`src/rtl/cga_rgb_encoder.sv`:
```
// CGA video output stage: RGBI pixels to RGB in fixed-RGBI, palette, mono-green or
// composite-colour modes, all sharing one 3-cycle pipeline with an output-valid strobe.
module cga_rgb_encoder #(
    parameter int unsigned COLOR_BITS = 6,
    parameter int unsigned TAPS       = 8
) (
    input  logic                    clk,
    input  logic                    reset_n,
    input  logic                    pix_valid,
    input  logic [3:0]              video,
    input  logic                    hblank,
    input  logic [1:0]              mode,
    input  logic                    pal_we,
    input  logic [3:0]              pal_addr,
    input  logic [3*COLOR_BITS-1:0] pal_data,
    output logic [COLOR_BITS-1:0]   red,
    output logic [COLOR_BITS-1:0]   green,
    output logic [COLOR_BITS-1:0]   blue,
    output logic                    out_valid
);
    localparam int unsigned CW    = COLOR_BITS;
    localparam int unsigned PW    = 3 * COLOR_BITS;
    localparam int unsigned AW    = 20;
    localparam int unsigned K     = (TAPS == 8) ? 3 : 2;
    localparam int unsigned Y_SH  = K - 2;
    localparam int unsigned IQ_SH = K - 1;

    localparam logic [1:0] MODE_RGBI = 2'b00;
    localparam logic [1:0] MODE_PAL  = 2'b01;
    localparam logic [1:0] MODE_MONO = 2'b10;
    localparam logic [1:0] MODE_COMP = 2'b11;

    localparam int unsigned   MAX_LVL = (1 << CW) - 1;
    localparam logic [CW-1:0] LVL1    = CW'(MAX_LVL / 3);
    localparam logic [CW-1:0] LVL2    = CW'((2 * MAX_LVL) / 3);
    localparam logic [CW-1:0] LVL3    = CW'(MAX_LVL);

    localparam logic signed [AW-1:0] C255 = AW'(255);

    function automatic logic [CW-1:0] level(input logic [1:0] l);
        logic [CW-1:0] v;
        v = '0;
        case (l)
            2'd1:    v = LVL1;
            2'd2:    v = LVL2;
            2'd3:    v = LVL3;
            default: v = '0;
        endcase
        return v;
    endfunction

    // Fixed CGA colours: bit2 red, bit1 green, bit0 blue, bit3 intensity; index 6 is brown.
    function automatic logic [PW-1:0] rgbi_entry(input logic [3:0] v);
        logic [1:0] r;
        logic [1:0] g;
        logic [1:0] b;
        r = {v[2], v[3]};
        g = {v[1], v[3]};
        b = {v[0], v[3]};
        if (v == 4'd6) g = 2'd1;
        return {level(b), level(g), level(r)};
    endfunction

    function automatic logic [PW-1:0] mono_entry(input logic [3:0] v);
        logic [1:0] code;
        if (v == 4'd0)      code = 2'd0;
        else if (v == 4'd8) code = 2'd1;
        else if (v[3])      code = 2'd3;
        else                code = 2'd2;
        return {CW'(0), level(code), CW'(0)};
    endfunction

    // Colour-burst chroma amplitude per colour and subcarrier phase.
    function automatic logic [5:0] chroma(input logic [2:0] px, input logic [2:0] ph);
        logic [5:0] c;
        c = 6'd0;
        case (px)
            3'd1: case (ph)
                3'd3, 3'd6: c = 6'd5;
                3'd4, 3'd5: c = 6'd50;
                default:    c = 6'd0;
            endcase
            3'd2: case (ph)
                3'd0, 3'd1, 3'd6, 3'd7: c = 6'd50;
                default:                c = 6'd0;
            endcase
            3'd3: case (ph)
                3'd0, 3'd5, 3'd6, 3'd7: c = 6'd50;
                default:                c = 6'd0;
            endcase
            3'd4: case (ph)
                3'd1, 3'd2, 3'd3, 3'd4: c = 6'd50;
                default:                c = 6'd0;
            endcase
            3'd5: case (ph)
                3'd2, 3'd3, 3'd4, 3'd5: c = 6'd50;
                default:                c = 6'd0;
            endcase
            3'd6: case (ph)
                3'd0, 3'd1, 3'd7: c = 6'd50;
                3'd2:             c = 6'd40;
                3'd3:             c = 6'd15;
                default:          c = 6'd0;
            endcase
            3'd7:    c = 6'd50;
            default: c = 6'd0;
        endcase
        return c;
    endfunction

    function automatic logic signed [7:0] cos_lut(input logic [2:0] ph);
        logic signed [7:0] c;
        case (ph)
            3'd0:    c = 8'sd16;
            3'd1:    c = 8'sd53;
            3'd2:    c = 8'sd64;
            3'd3:    c = 8'sd36;
            3'd4:    c = -8'sd8;
            3'd5:    c = -8'sd50;
            3'd6:    c = -8'sd32;
            default: c = -8'sd45;
        endcase
        return c;
    endfunction

    function automatic logic signed [7:0] sin_lut(input logic [2:0] ph);
        logic signed [7:0] s;
        case (ph)
            3'd0:    s = -8'sd64;
            3'd1:    s = -8'sd32;
            3'd2:    s = 8'sd12;
            3'd3:    s = 8'sd51;
            3'd4:    s = 8'sd64;
            3'd5:    s = 8'sd40;
            3'd6:    s = 8'sd0;
            default: s = -8'sd30;
        endcase
        return s;
    endfunction

    function automatic logic [CW-1:0] clamp_trunc(input logic signed [AW-1:0] v);
        logic [7:0] c8;
        if (v[AW-1])        c8 = 8'd0;
        else if (v > C255)  c8 = 8'hFF;
        else                c8 = v[7:0];
        return c8[7 -: CW];
    endfunction

    logic [PW-1:0] pal [16];

    logic [2:0] phase;
    logic [3:0] held;
    logic [1:0] mode_q;

    logic                   s1_valid, s1_push, s1_clear;
    logic [1:0]             s1_mode;
    logic [PW-1:0]          s1_rgb;
    logic signed [AW-1:0]   s1_s;
    logic signed [7:0]      s1_cos, s1_sin;

    logic signed [AW-1:0]   hist_y [TAPS];
    logic signed [AW-1:0]   hist_i [TAPS];
    logic signed [AW-1:0]   hist_q [TAPS];
    logic signed [AW-1:0]   sum_y, sum_i, sum_q;
    logic                   s2_valid;
    logic [1:0]             s2_mode;
    logic [PW-1:0]          s2_rgb;

    logic                   s3_valid;
    logic [1:0]             s3_mode;
    logic [PW-1:0]          s3_rgb;
    logic signed [AW-1:0]   s3_y, s3_i, s3_q;

    logic [3:0]             held_nx;
    logic [6:0]             samp;
    logic [2:0]             phase_nx;
    logic [PW-1:0]          colour;
    logic signed [AW-1:0]   e_y, e_i, e_q;
    logic signed [AW-1:0]   mat_r, mat_g, mat_b;

    // Palette register file; a same-cycle read sees the entry before the write.
    always_ff @(posedge clk or negedge reset_n) begin
        if (!reset_n) begin
            for (int unsigned a = 0; a < 16; a++) pal[a] <= rgbi_entry(4'(a));
        end else if (pal_we) begin
            pal[pal_addr] <= pal_data;
        end
    end

    // Stage 1 lookups: held pixel, phase, burst sample and non-composite colour.
    always_comb begin
        held_nx  = held;
        phase_nx = phase;
        colour   = '0;
        if (pix_valid && !phase[0]) held_nx = video;
        samp = (held_nx[3] ? 7'd21 : 7'd0) + {1'b0, chroma(held_nx[2:0], phase)};
        if (hblank)         phase_nx = '0;
        else if (pix_valid) phase_nx = phase + 3'd1;
        case (mode)
            MODE_RGBI: colour = rgbi_entry(video);
            MODE_PAL:  colour = pal[video];
            MODE_MONO: colour = mono_entry(video);
            default:   colour = '0;
        endcase
    end

    always_ff @(posedge clk or negedge reset_n) begin
        if (!reset_n) begin
            phase    <= '0;
            held     <= '0;
            mode_q   <= MODE_RGBI;
            s1_valid <= 1'b0;
            s1_push  <= 1'b0;
            s1_clear <= 1'b0;
            s1_mode  <= MODE_RGBI;
            s1_rgb   <= '0;
            s1_s     <= '0;
            s1_cos   <= '0;
            s1_sin   <= '0;
        end else begin
            phase    <= phase_nx;
            held     <= held_nx;
            mode_q   <= mode;
            s1_valid <= pix_valid;
            s1_push  <= pix_valid && !hblank && (mode == MODE_COMP);
            s1_clear <= (mode != mode_q);
            s1_mode  <= mode;
            s1_rgb   <= colour;
            s1_s     <= AW'(samp);
            s1_cos   <= cos_lut(phase);
            s1_sin   <= sin_lut(phase);
        end
    end

    always_comb begin
        e_y = s1_s;
        e_i = s1_s * AW'(s1_cos);
        e_q = s1_s * AW'(s1_sin);
    end

    // Stage 2: moving-sum filter kept as running totals over shift-register histories.
    always_ff @(posedge clk or negedge reset_n) begin
        if (!reset_n) begin
            for (int unsigned t = 0; t < TAPS; t++) begin
                hist_y[t] <= '0;
                hist_i[t] <= '0;
                hist_q[t] <= '0;
            end
            sum_y <= '0;
            sum_i <= '0;
            sum_q <= '0;
        end else if (s1_clear) begin
            for (int unsigned t = 0; t < TAPS; t++) begin
                hist_y[t] <= '0;
                hist_i[t] <= '0;
                hist_q[t] <= '0;
            end
            if (s1_push) begin
                hist_y[0] <= e_y;
                hist_i[0] <= e_i;
                hist_q[0] <= e_q;
                sum_y     <= e_y;
                sum_i     <= e_i;
                sum_q     <= e_q;
            end else begin
                sum_y <= '0;
                sum_i <= '0;
                sum_q <= '0;
            end
        end else if (s1_push) begin
            hist_y[0] <= e_y;
            hist_i[0] <= e_i;
            hist_q[0] <= e_q;
            for (int unsigned t = 1; t < TAPS; t++) begin
                hist_y[t] <= hist_y[t-1];
                hist_i[t] <= hist_i[t-1];
                hist_q[t] <= hist_q[t-1];
            end
            sum_y <= sum_y + e_y - hist_y[TAPS-1];
            sum_i <= sum_i + e_i - hist_i[TAPS-1];
            sum_q <= sum_q + e_q - hist_q[TAPS-1];
        end
    end

    always_ff @(posedge clk or negedge reset_n) begin
        if (!reset_n) begin
            s2_valid <= 1'b0;
            s2_mode  <= MODE_RGBI;
            s2_rgb   <= '0;
            s3_valid <= 1'b0;
            s3_mode  <= MODE_RGBI;
            s3_rgb   <= '0;
            s3_y     <= '0;
            s3_i     <= '0;
            s3_q     <= '0;
        end else begin
            s2_valid <= s1_valid;
            s2_mode  <= s1_mode;
            s2_rgb   <= s1_rgb;
            s3_valid <= s2_valid;
            s3_mode  <= s2_mode;
            s3_rgb   <= s2_rgb;
            s3_y     <= sum_y >>> Y_SH;
            s3_i     <= sum_i >>> IQ_SH;
            s3_q     <= sum_q >>> IQ_SH;
        end
    end

    always_comb begin
        mat_r = s3_y + (s3_i >>> 5) + (s3_q >>> 6);
        mat_g = s3_y - (s3_i >>> 7) - (s3_q >>> 6);
        mat_b = s3_y - (s3_i >>> 5) + (s3_q >>> 4);
    end

    // Output stage; colour holds while no valid pixel arrives.
    always_ff @(posedge clk or negedge reset_n) begin
        if (!reset_n) begin
            red       <= '0;
            green     <= '0;
            blue      <= '0;
            out_valid <= 1'b0;
        end else begin
            out_valid <= s3_valid;
            if (s3_valid) begin
                if (s3_mode == MODE_COMP) begin
                    red   <= clamp_trunc(mat_r);
                    green <= clamp_trunc(mat_g);
                    blue  <= clamp_trunc(mat_b);
                end else begin
                    {blue, green, red} <= s3_rgb;
                end
            end
        end
    end
endmodule

```
`config.mk`:
```
export PLATFORM = sky130hd
export DESIGN_NAME = cga_rgb_encoder
export DESIGN_NICKNAME = d
export VERILOG_FILES = /design/src/rtl/cga_rgb_encoder.sv
export SDC_FILE = /design/constraint.sdc
export NUM_CORES = 2
export LEC_CHECK = 0
export BUFFER_PORTS_ARGS = -buffer_cell sky130_fd_sc_hd__buf_2
export CAP_MARGIN = 20
export CORE_AREA = 2 2 290 292
export CTS_CLUSTER_SIZE = 8
export DETAILED_ROUTE_END_ITERATION = 6
export DIE_AREA = 0 0 292 294
export PLACE_DENSITY = 0.7
export SYNTH_ARGS = -nofsm -noshare
export SYNTH_HDL_FRONTEND = slang
export SYNTH_SLANG_ARGS = --single-unit
```
`constraint.sdc`:
```
create_clock -name clk -period 12.3 [get_ports clk]
set_input_delay 0.615 -clock clk [delete_from_list [all_inputs] [get_ports clk]]
set_output_delay 0.615 -clock clk [all_outputs]
set_load 0.02 [all_outputs]
```
==> out/qor.yml <==
reg2reg_to: "sum_q[18]"
postCtsSetupBuffers: 0
cp_max_fo: 16
switching_power_uw: 4546
viasPerCell: 5.584
drtAntennaViolNets: 0
min_period_over_period: 0.5789
cts_hold_buf: 0
cp-start-kind: "flip-flop"
swShare: 0.3858
cp_num_buf_inv: 5
slew_headroom: 0.2558
powerDensity_mw_per_mm2: 238.1
cts_tree: "yes"
rr_startpoint: "e_y[0]"
synth_area_per_cell_um2: 11.56
dieArea_mm2: 0.08585
final-seq-area_mm2: 0.02066
sequentialPowerShare: 0.285
synth_top_area_share: 0.3748
antennaDiodeCount: 0
path_class: "flip-flop to flip-flop"
r2r_cells: 23
htreeDepth: 3
synth-edff-count: 0
stdcell_count: 5048
ios: 52
synthTopCellsByCount: "dfrtp_1, nor2_1, inv_1, mux2i_1, mux2_2"
end_kind: "flip-flop"
fill_cells: 6557
ys.flop_type: "dfrtp_1"
rows: 106
ff2ff_setup_slack_ns: 5.18
fin_hold_ws_ns: 0.008943
grt_pass1_wl_mm: 159.1
numCtsBuffers: 112
async_reset_ff_frac: 1.000
multi_input_area_mm2: 0.02227
clk_path_buf_depth: 3
cp.arrival_ns: 7.65
synth_seq_area_share: 0.4589
cts_root_buf: "clkbuf_16"
synth_area_mm2: 0.04500
cts.sinks: 818
grt_usage: 0.2310
core_area_mm2: 0.08289
cp_top_family: "adder cells"
synthDistinctLibCells: 74
yosys.area.top_type: "dfrtp_1"
syn_inst: 3891
clkPwrFrac: 0.239
die_w_um: 292
syn_to_final_growth_pct: 9.993
hold_class: "input port to asynchronous set/reset pin"
total_power_uw: 11780
critPathSlowestCell: "dfrtp_1"
drive_gt1_frac: 0.1951
final_nets: 4330
first_pass_iters: 5
combPwrFrac: 0.476
finalClockSkew_ns: 0.06650
internal_power_uw: 7238
drcViolationCount: 0
worst_slew_pin_slew_ns: 1.116
grt_start_max_net_pins: 181
overflow: 0
drt_wl_total_mm: 95.93
vias: 28190
antenna_found_initial: 6
cap_violations: 0
synthTopCellsByArea: "dfrtp_1, dfstp_2, fa_1"
ir_drop_v: 0.0002341
hpwl_mm: 64.06
gp_congestion: 0.8874
rsz0062_at_grt: "no"
cts.clk_slew.worst_paths_ns: 0.05
finalMaxSlewViolations: 0
setup-tns-final_ns: 0
required_ns: 12.83
pre_cts_ws_ns: 5.240
synth-warning-count: 0
dp.cells: 4878
ys_seq_elements: 818
setup_ws_ns: 5.180
wl_per_cell_um: 19.00
period_minus_slack_ns: 7.120
yosysMostFrequentCell: "dfrtp_1"
critPathMaxStageDelay_ns: 0.69
grt_pass1_vias: 29210
port_buffers: 51
fmax_ghz: 0.1404
setup_violations: 0
clk-insertion-delay-late_ns: 0.70
initial_utilization: 0.5429
cts-resized-gates: 0
synthesis.nets: 4308
final_hold_viol_count: 0
cellLeakagePower_uw: 0.02224
worstPathCellList: "inv_1, nand2_1, fa_1, fa_1, inv_1, fa_1, inv_1, fa_1, inv_1, ha_1, nor2b_1, o21ai_0, nor2b_1, xnor2_1, fa_1, ha_1, inv_1, o221ai_1, a2111oi_1, o31ai_1, o41ai_1, mux2i_1, a211o_1"
first_iter_violations: 1915
status: "finished clean"
die_h_um: 294
==> registers in the layout, summed over array words and instances, names as in the netlist, 13 cells and up <==
register / count
s3_q: 14
pal: 288
s2_rgb: 18
s3_rgb: 18
sum_q: 20
s1_rgb: 18
hist_i: 128
hist_y: 56
s3_i: 13
s3_y: 19
hist_q: 128
sum_i: 20
sum_y: 20
==> layout by cell type (no fill, tap or decap), drive strengths merged, types with 7 or more instances in the layout <==
cell type  count
nor4           7
or2           19
nand2        186
and2          69
a211oi        15
mux2         290
fa           165
o31ai         10
o21a          22
nand2b        25
a21boi         7
nand3         40
and3           7
nand4          9
a31oi         12
nor2         412
a21oi        143
o21bai        21
o21ai        107
dfrtp        674
xnor2         75
ha           219
mux2i        312
clkbuf       162
a21o          28
mux4          90
xor2          36
nor3          35
o211ai         8
nor2b         31
buf           86
or3           13
a22o           8
inv          388
dfstp        144
==> cell families after synthesis <==
group,after synthesis,share of synthesized area
mux,692,0.1870
buf+inv,565,0.04716
fa+ha+maj,384,0.1343
simple gates,867,0.08578
compound gates,454,0.06526
xor+xnor,111,0.02160
flops,818,0.4589
==> metal layers <==
layer  vias to the layer above  part of all wire  track usage
met5                         -           0.00069            0
met4                        10             0.022      0.06060
met3                       176             0.036      0.03338
met2                       447              0.49       0.3782
met1                     14340              0.46       0.3255
li1                      13220                 -            -
==> power by group through the flow <==
stage | combinational [µW] | clock, µW | sequential [µW]
global route | 6270 | 3000 | 3400
detailed placement | 5540 | 0 | 3390
CTS | 5600 | 2880 | 3360
global placement | 5470 | 0 | 3380
finish | 5610 | 2820 | 3360
floorplan | 4340 | 0 | 3310
==> worst max path at each step <==
stage,start,to,cells past startpoint
floorplan,e_y[4],sum_q[19],30
global placement,e_y[0],sum_q[19],28
detailed placement,e_y[0],sum_q[18],23
CTS,e_y[0],sum_q[18],23
global route,e_y[0],sum_q[19],28
finish,e_y[0],sum_q[18],23
==> worst reg2reg max path, delay by kind of cell (launching register included) <==
kind | cells | cell delay, ns
AOI/OAI and AO/OA | 6 | 2.02
xor gates and xnor gates | 1 | 0.18
adders and majority gates | 7 | 3.00
buffers and inverters | 5 | 0.47
DFF | 1 | 0.69
muxes | 1 | 0.13
and+or+nand+nor | 3 | 0.49
==> layout make-up <==
type                            count  area share
Clock buffer                      162     0.06062
Clock inverter                      7    0.003767
Inverter                          387     0.02935
Multi-Input combinational cell   2508      0.4499
Sequential cell                   818      0.4174
Tap cell                         1080     0.02730
Timing Repair Buffer               86     0.01168
==> metrics by stage <==
step	utilization	area, µm²
2_1_floorplan	-	45000
3_3_place_gp	0.5585	46290
3_5_place_dp	0.5585	46290
4_1_cts	0.5969	49480
5_1_grt	0.5971	49500
6_report	0.5971	49500
(Power assumes the default switching activity.)
